==> config.mk <==
export PLATFORM = sky130hd
export DESIGN_NAME = mul_sched
export DESIGN_NICKNAME = d
export VERILOG_FILES = /design/src/rtl/mul_sched_pkg.sv /design/src/rtl/mul_sched_rr_arb2.sv /design/src/rtl/mul_sched.sv
export SDC_FILE = /design/constraint.sdc
export NUM_CORES = 1
export LEC_CHECK = 0
export BUFFER_PORTS_ARGS = -buffer_cell sky130_fd_sc_hd__buf_2
export CAP_MARGIN = 20
export CORE_UTILIZATION = 40
export DETAILED_ROUTE_END_ITERATION = 7
export GPL_TIMING_DRIVEN = 0
export PLACE_DENSITY_LB_ADDON = 0.12
export SLEW_MARGIN = 20
export SYNTH_ARGS = -nofsm -noshare
export SYNTH_HDL_FRONTEND = slang
export SYNTH_SLANG_ARGS = --single-unit
export TNS_END_PERCENT = 100
==> constraint.sdc <==
create_clock -name clk -period 3 [get_ports clk]
set_input_delay 0 -clock clk [delete_from_list [all_inputs] [get_ports clk]]
set_output_delay 0 -clock clk [all_outputs]
set_load 0.02 [all_outputs]
==> src/rtl/mul_sched_pkg.sv <==
// -----------------------------------------------------------------------------
// mul_sched_pkg
// Shared definitions for the two-client multiplier scheduler:
//   - FSM state encoding (3-bit, IDLE=0 .. CLR=4)
//   - data width of operands and product
//   - default watchdog limit and the counter width that holds it
//   - helper that turns the watchdog limit into the counter value that trips it
// -----------------------------------------------------------------------------
package mul_sched_pkg;

    localparam int DATA_W      = 32;
    localparam int TIMEOUT_DEF = 31;
    // Wide enough for any TIMEOUT in 1..255.
    localparam int CNT_W       = 8;

    typedef enum logic [2:0] {
        ST_IDLE  = 3'd0,
        ST_START = 3'd1,
        ST_WAIT  = 3'd2,
        ST_RESP  = 3'd3,
        ST_CLR   = 3'd4
    } state_t;

    // The counter starts at 0 in the first WAIT cycle, so the TIMEOUT-th
    // WAIT cycle is the one where the counter reads TIMEOUT-1.
    function automatic logic [CNT_W-1:0] timeout_last(input int timeout);
        return CNT_W'(timeout - 1);
    endfunction

endpackage

==> src/rtl/mul_sched_rr_arb2.sv <==
// -----------------------------------------------------------------------------
// rr_arb2
// Purely combinational two-way round-robin pick. The history bit is owned by
// the caller.
// Ports:
//   req0, req1  in   client requests
//   last        in   client served most recently (0 = client 0, 1 = client 1)
//   valid       out  at least one request is present
//   winner      out  selected client (0 or 1); meaningful only when valid
// -----------------------------------------------------------------------------
module rr_arb2 (
    input  logic req0,
    input  logic req1,
    input  logic last,
    output logic valid,
    output logic winner
);

    // Tie goes to the client that was not served last.
    always_comb begin
        valid = req0 | req1;
        if (req0 && req1) begin
            winner = ~last;
        end else if (req1) begin
            winner = 1'b1;
        end else begin
            winner = 1'b0;
        end
    end

endmodule

==> src/rtl/mul_sched.sv <==
// -----------------------------------------------------------------------------
// mul_sched
// Shares one sequential multiplier core between two clients. A round-robin
// arbiter picks a client in IDLE, its operands are latched, the core is
// started, and the product is returned with a one-cycle done strobe. A
// watchdog aborts a job whose core never answers.
// Parameters:
//   TIMEOUT     WAIT cycles allowed before abort (1..255)
// Ports:
//   clk, reset              clock, asynchronous active-high reset
//   req0/req1, a0/b0/a1/b1  client requests and operands
//   gnt0/gnt1               one-cycle operand-accepted pulses
//   done0/done1             one-cycle result-valid pulses
//   result                  registered product, held between jobs
//   err                     one-cycle watchdog-abort pulse
//   busy                    high whenever the FSM is not IDLE
//   mul_start/mul_clear     core handshake strobes
//   mul_a/mul_b             latched operands to the core
//   mul_done/mul_result     core completion and product
// All outputs come straight from flops; no input reaches an output
// combinationally.
// -----------------------------------------------------------------------------
module mul_sched
    import mul_sched_pkg::*;
#(
    parameter int TIMEOUT = TIMEOUT_DEF
) (
    input  logic              clk,
    input  logic              reset,
    input  logic              req0,
    input  logic              req1,
    input  logic [DATA_W-1:0] a0,
    input  logic [DATA_W-1:0] b0,
    input  logic [DATA_W-1:0] a1,
    input  logic [DATA_W-1:0] b1,
    output logic              gnt0,
    output logic              gnt1,
    output logic              done0,
    output logic              done1,
    output logic [DATA_W-1:0] result,
    output logic              err,
    output logic              busy,
    output logic              mul_start,
    output logic              mul_clear,
    output logic [DATA_W-1:0] mul_a,
    output logic [DATA_W-1:0] mul_b,
    input  logic              mul_done,
    input  logic [DATA_W-1:0] mul_result
);

    localparam logic [CNT_W-1:0] CNT_LAST = timeout_last(TIMEOUT);

    state_t           state;
    state_t           state_next;
    logic             owner;
    logic             last;
    logic [CNT_W-1:0] cnt;
    logic             arb_valid;
    logic             arb_winner;
    logic             grant;
    logic             timeout_hit;
    logic             job_done;

    rr_arb2 u_arb (
        .req0   (req0),
        .req1   (req1),
        .last   (last),
        .valid  (arb_valid),
        .winner (arb_winner)
    );

    assign grant       = (state == ST_IDLE) && arb_valid;
    assign job_done    = (state == ST_WAIT) && mul_done;
    assign timeout_hit = (cnt == CNT_LAST);

    // Next-state decode; mul_done wins over a coincident timeout.
    always_comb begin
        state_next = state;
        case (state)
            ST_IDLE: begin
                if (arb_valid) begin
                    state_next = ST_START;
                end else begin
                    state_next = ST_IDLE;
                end
            end
            ST_START: state_next = ST_WAIT;
            ST_WAIT: begin
                if (mul_done) begin
                    state_next = ST_RESP;
                end else if (timeout_hit) begin
                    state_next = ST_CLR;
                end else begin
                    state_next = ST_WAIT;
                end
            end
            ST_RESP: state_next = ST_CLR;
            ST_CLR:  state_next = ST_IDLE;
            default: state_next = ST_IDLE;
        endcase
    end

    // FSM state plus every strobe, registered so each lines up with the
    // state it belongs to (gnt/mul_start in START, done in RESP, clear in CLR).
    // err is registered off the timeout edge and so appears in the CLR cycle.
    always_ff @(posedge clk or posedge reset) begin
        if (reset) begin
            state     <= ST_IDLE;
            busy      <= 1'b0;
            gnt0      <= 1'b0;
            gnt1      <= 1'b0;
            mul_start <= 1'b0;
            done0     <= 1'b0;
            done1     <= 1'b0;
            err       <= 1'b0;
            mul_clear <= 1'b0;
        end else begin
            state     <= state_next;
            busy      <= (state_next != ST_IDLE);
            gnt0      <= grant && !arb_winner;
            gnt1      <= grant && arb_winner;
            mul_start <= grant;
            done0     <= job_done && !owner;
            done1     <= job_done && owner;
            err       <= (state == ST_WAIT) && !mul_done && timeout_hit;
            mul_clear <= (state_next == ST_CLR);
        end
    end

    // Owner of the current job and round-robin history; reset favours req0.
    always_ff @(posedge clk or posedge reset) begin
        if (reset) begin
            owner <= 1'b0;
            last  <= 1'b1;
        end else if (grant) begin
            owner <= arb_winner;
            last  <= arb_winner;
        end else begin
            owner <= owner;
            last  <= last;
        end
    end

    // Watchdog counter: cleared on the way into WAIT, advanced each idle WAIT cycle.
    always_ff @(posedge clk or posedge reset) begin
        if (reset) begin
            cnt <= {CNT_W{1'b0}};
        end else if (state == ST_START) begin
            cnt <= {CNT_W{1'b0}};
        end else if ((state == ST_WAIT) && !mul_done && !timeout_hit) begin
            cnt <= cnt + {{(CNT_W-1){1'b0}}, 1'b1};
        end else begin
            cnt <= cnt;
        end
    end

    // Operand latch on the grant edge; held until the next grant.
    always_ff @(posedge clk or posedge reset) begin
        if (reset) begin
            mul_a <= {DATA_W{1'b0}};
            mul_b <= {DATA_W{1'b0}};
        end else if (grant) begin
            mul_a <= arb_winner ? a1 : a0;
            mul_b <= arb_winner ? b1 : b0;
        end else begin
            mul_a <= mul_a;
            mul_b <= mul_b;
        end
    end

    // Product capture; untouched by aborts and by mul_done outside WAIT.
    always_ff @(posedge clk or posedge reset) begin
        if (reset) begin
            result <= {DATA_W{1'b0}};
        end else if (job_done) begin
            result <= mul_result;
        end else begin
            result <= result;
        end
    end

endmodule

==> run metrics <==
average via count per standard cell=4.654; GRT busiest layer=met2; Gate Count Post-Synth=360; Crit Path Class=register to register; row cnt=41; Core ar.=12,720 sq um; Power Internal=5.425 mW; outcome=completed; post-synthesis cell type count=39; number of global-route vias before repair=4,820; logic gate share of total power=45.3%; Clock Sinks=117; syn_nets=527; routed len/inst=14.79 microns; Max Clock Skew=6.162 ps; Post-synth ARST share=100.0%; synthesized cell area=5259 sq um; Vias=4,649; post-DP HPWL=9.334 mm; Max Root-Sink Buffers=2; diodes inserted=0; Critical Path Fanout Max=10; DP Area=6914 sq um; fraction of layout cells with a size suffix above 1=58.65%; die area=13,610 sq um; critical path arrival=2940 ps; CTS tree=built; Relative slew margins=44.58%; overall routing resource usage=22.24%; Clock Latency Late Sink=410 ps; Worst-path clk slew=50 ps; floorplan die height=116.7 microns; clock buffer count from CTS=17; post-synthesis sequential area ratio=55.70%; largest net degree at the start of global routing=34; first-pass GRT wire length=22.81 mm; Sw Ratio=35.82%; Avg Cell Area, Syn=14.61 sq um; htree depth=4; Crit path required time=3290 ps; element type at the critical path end=register; M1 GR Usage=23.62%; setup bufs post-CTS=0; Design Area, Final=9119 sq um; count of final setup violators=0; filler cell count=892; setup TNS=0 ps; P_leak=4.294 nW; initial antenna violation count=1; number of synthesized register bits=117; GPL Wtd Cong=0.7875; DR iter-0 viols=125; max_cap viols=0; grt total ovfl=0; P&R area growth vs syn=73.40%; starting density of the core=41.34%; Final Max Slew Viols=0; yosys warns=0; pwr/cell area=926.9 nW/um^2; GRT met3 Usage=6.487%; nets=981; Root Driver=clkbuf_16; RSZ-0062 raised after global routing=false; Final ANT Viol Nets=0; Post-Route WL=14.77 mm; Psw=3.027 mW; Peak VDD IR=538.4 uV; crit path time final=2656 ps; Ports=269; Clock power frac=22.7%; Die X=116.7 microns; Top FF cell, synth=dfrtp_1; met2 Usage GRT=40.36%; final hold violations=0; fmax=376.5 MHz; Worst Tran Pin Value=824.4 ps; crit path launch type=register; most frequent cells in the layout=281 x buf_2, 163 x dlygate4sd3_1, 162 x mux2_2, 116 x dfrtp_1, 17 x clkbuf_16; Tcrit/Tclk final=88.54%; EDFF count, synth=0; commonest non-fill, non-tap cell in the layout=buf_2; Reg power frac=32.0%; drt drc=0; iteration count of the initial detailed-routing pass=4; # port buffers=268; Overall Power=8.452 mW; Worst Hold Class=primary input to register
## cell families after synthesis
family / synth area share [%]
fa+ha+maj: 0.4758
buf+inv: 2.236
compound gates: 2.284
flops: 55.70
mux: 35.26
simple gates: 4.045
## stage by stage
stage	hold slack, ps	setup slack (ps)	cells	util (%)
after floorplan	151.6	1127	360	-
after global placement	231.3	519.2	800	53.60
after detailed placement	35.80	470.8	804	54.35
after CTS	32.08	37.10	999	71.65
after global routing	47.14	222.2	999	71.68
final	52.61	343.7	999	71.68
## worst max-delay path: stages, from the launching register on
cell and delay [ps]:
dfstp_2 370, a21boi_2 370, buf_2 330, buf_2 290, mux2_2 360, dlygate4sd3_1 560, mux2_2 260
## sequential cells by signal, indices dropped and copies added, names as in the netlist, 3 cells and up
signal and flops:
state 3, mul_b 32, mul_a 32, result 32
cnt 8
## power by group through the flow
| stage | combinational, mW | sequential [mW] | clock (mW) |
|---|---|---|---|
| 6_report | 3.82 | 2.71 | 1.92 |
| 2_1_floorplan | 1.51 | 3.58 | 0 |
| 3_5_place_dp | 3.57 | 2.72 | 0 |
| 5_1_grt | 4.09 | 2.80 | 2.04 |
| 4_1_cts | 3.82 | 2.70 | 1.97 |
| 3_3_place_gp | 3.49 | 2.68 | 0 |
## what timing repair did
item	in CTS	in global routing
hold endpoints to repair	191	0
hold buffers	163	0
setup endpoints to repair	0	8
gates resized for setup	0	1
## cell usage after synthesis (all sizes together), types with 2 or more instances
cell type	number	area [sq um]
nor2b	2	12.51
clkbuf	6	22.52
buf	16	83.83
nand3	3	15.01
inv	3	11.26
and2	2	12.51
nor4b	2	17.52
a21oi	6	30.03
mux2i	3	30.03
mux2	162	1824
nor3	2	10.01
nor2	5	18.77
nor4	2	18.77
a211oi	2	15.01
ha	2	25.02
dfrtp	116	2903
nand2	5	18.77
or4b	2	20.02
or4	2	15.01
o31ai	2	15.01
## layer usage
layer | vias up | part of all wire [%]
met1 | 2224 | 38
met5 | - | 0
met2 | 170 | 53
li1 | 2218 | -
met4 | 0 | 2.7
met3 | 37 | 6.1
## worst paths after layout
kind | slack (ps) | startpoint | cells past startpoint | to
max in group asynchronous | 2240 | reset | 5 | mul_b[1]
worst max register to register | 340 | last | 6 | mul_b[14]
worst max-delay path | 340 | last | 6 | mul_b[14]
worst min-delay path | 50 | mul_done | 3 | state[1]
min in group asynchronous | 160 | reset | 3 | result[21]
worst min register to register | 450 | owner | 1 | done0
## final cells by class
| type | count | area [sq um] | area share [%] |
|---|---|---|---|
| buffer | 22 | 106.4 | 1.166 |
| clock buffer | 22 | 464.2 | 5.091 |
| timing repair buffer | 435 | 3068 | 33.64 |
| inverter | 3 | 15.01 | 0.1647 |
| sequential | 117 | 2929 | 32.12 |
| clock inverter | 10 | 105.1 | 1.153 |
| tap | 172 | 215.2 | 2.360 |
| multi-input combinational | 218 | 2216 | 24.30 |
Power figures use the tool's default switching activity.
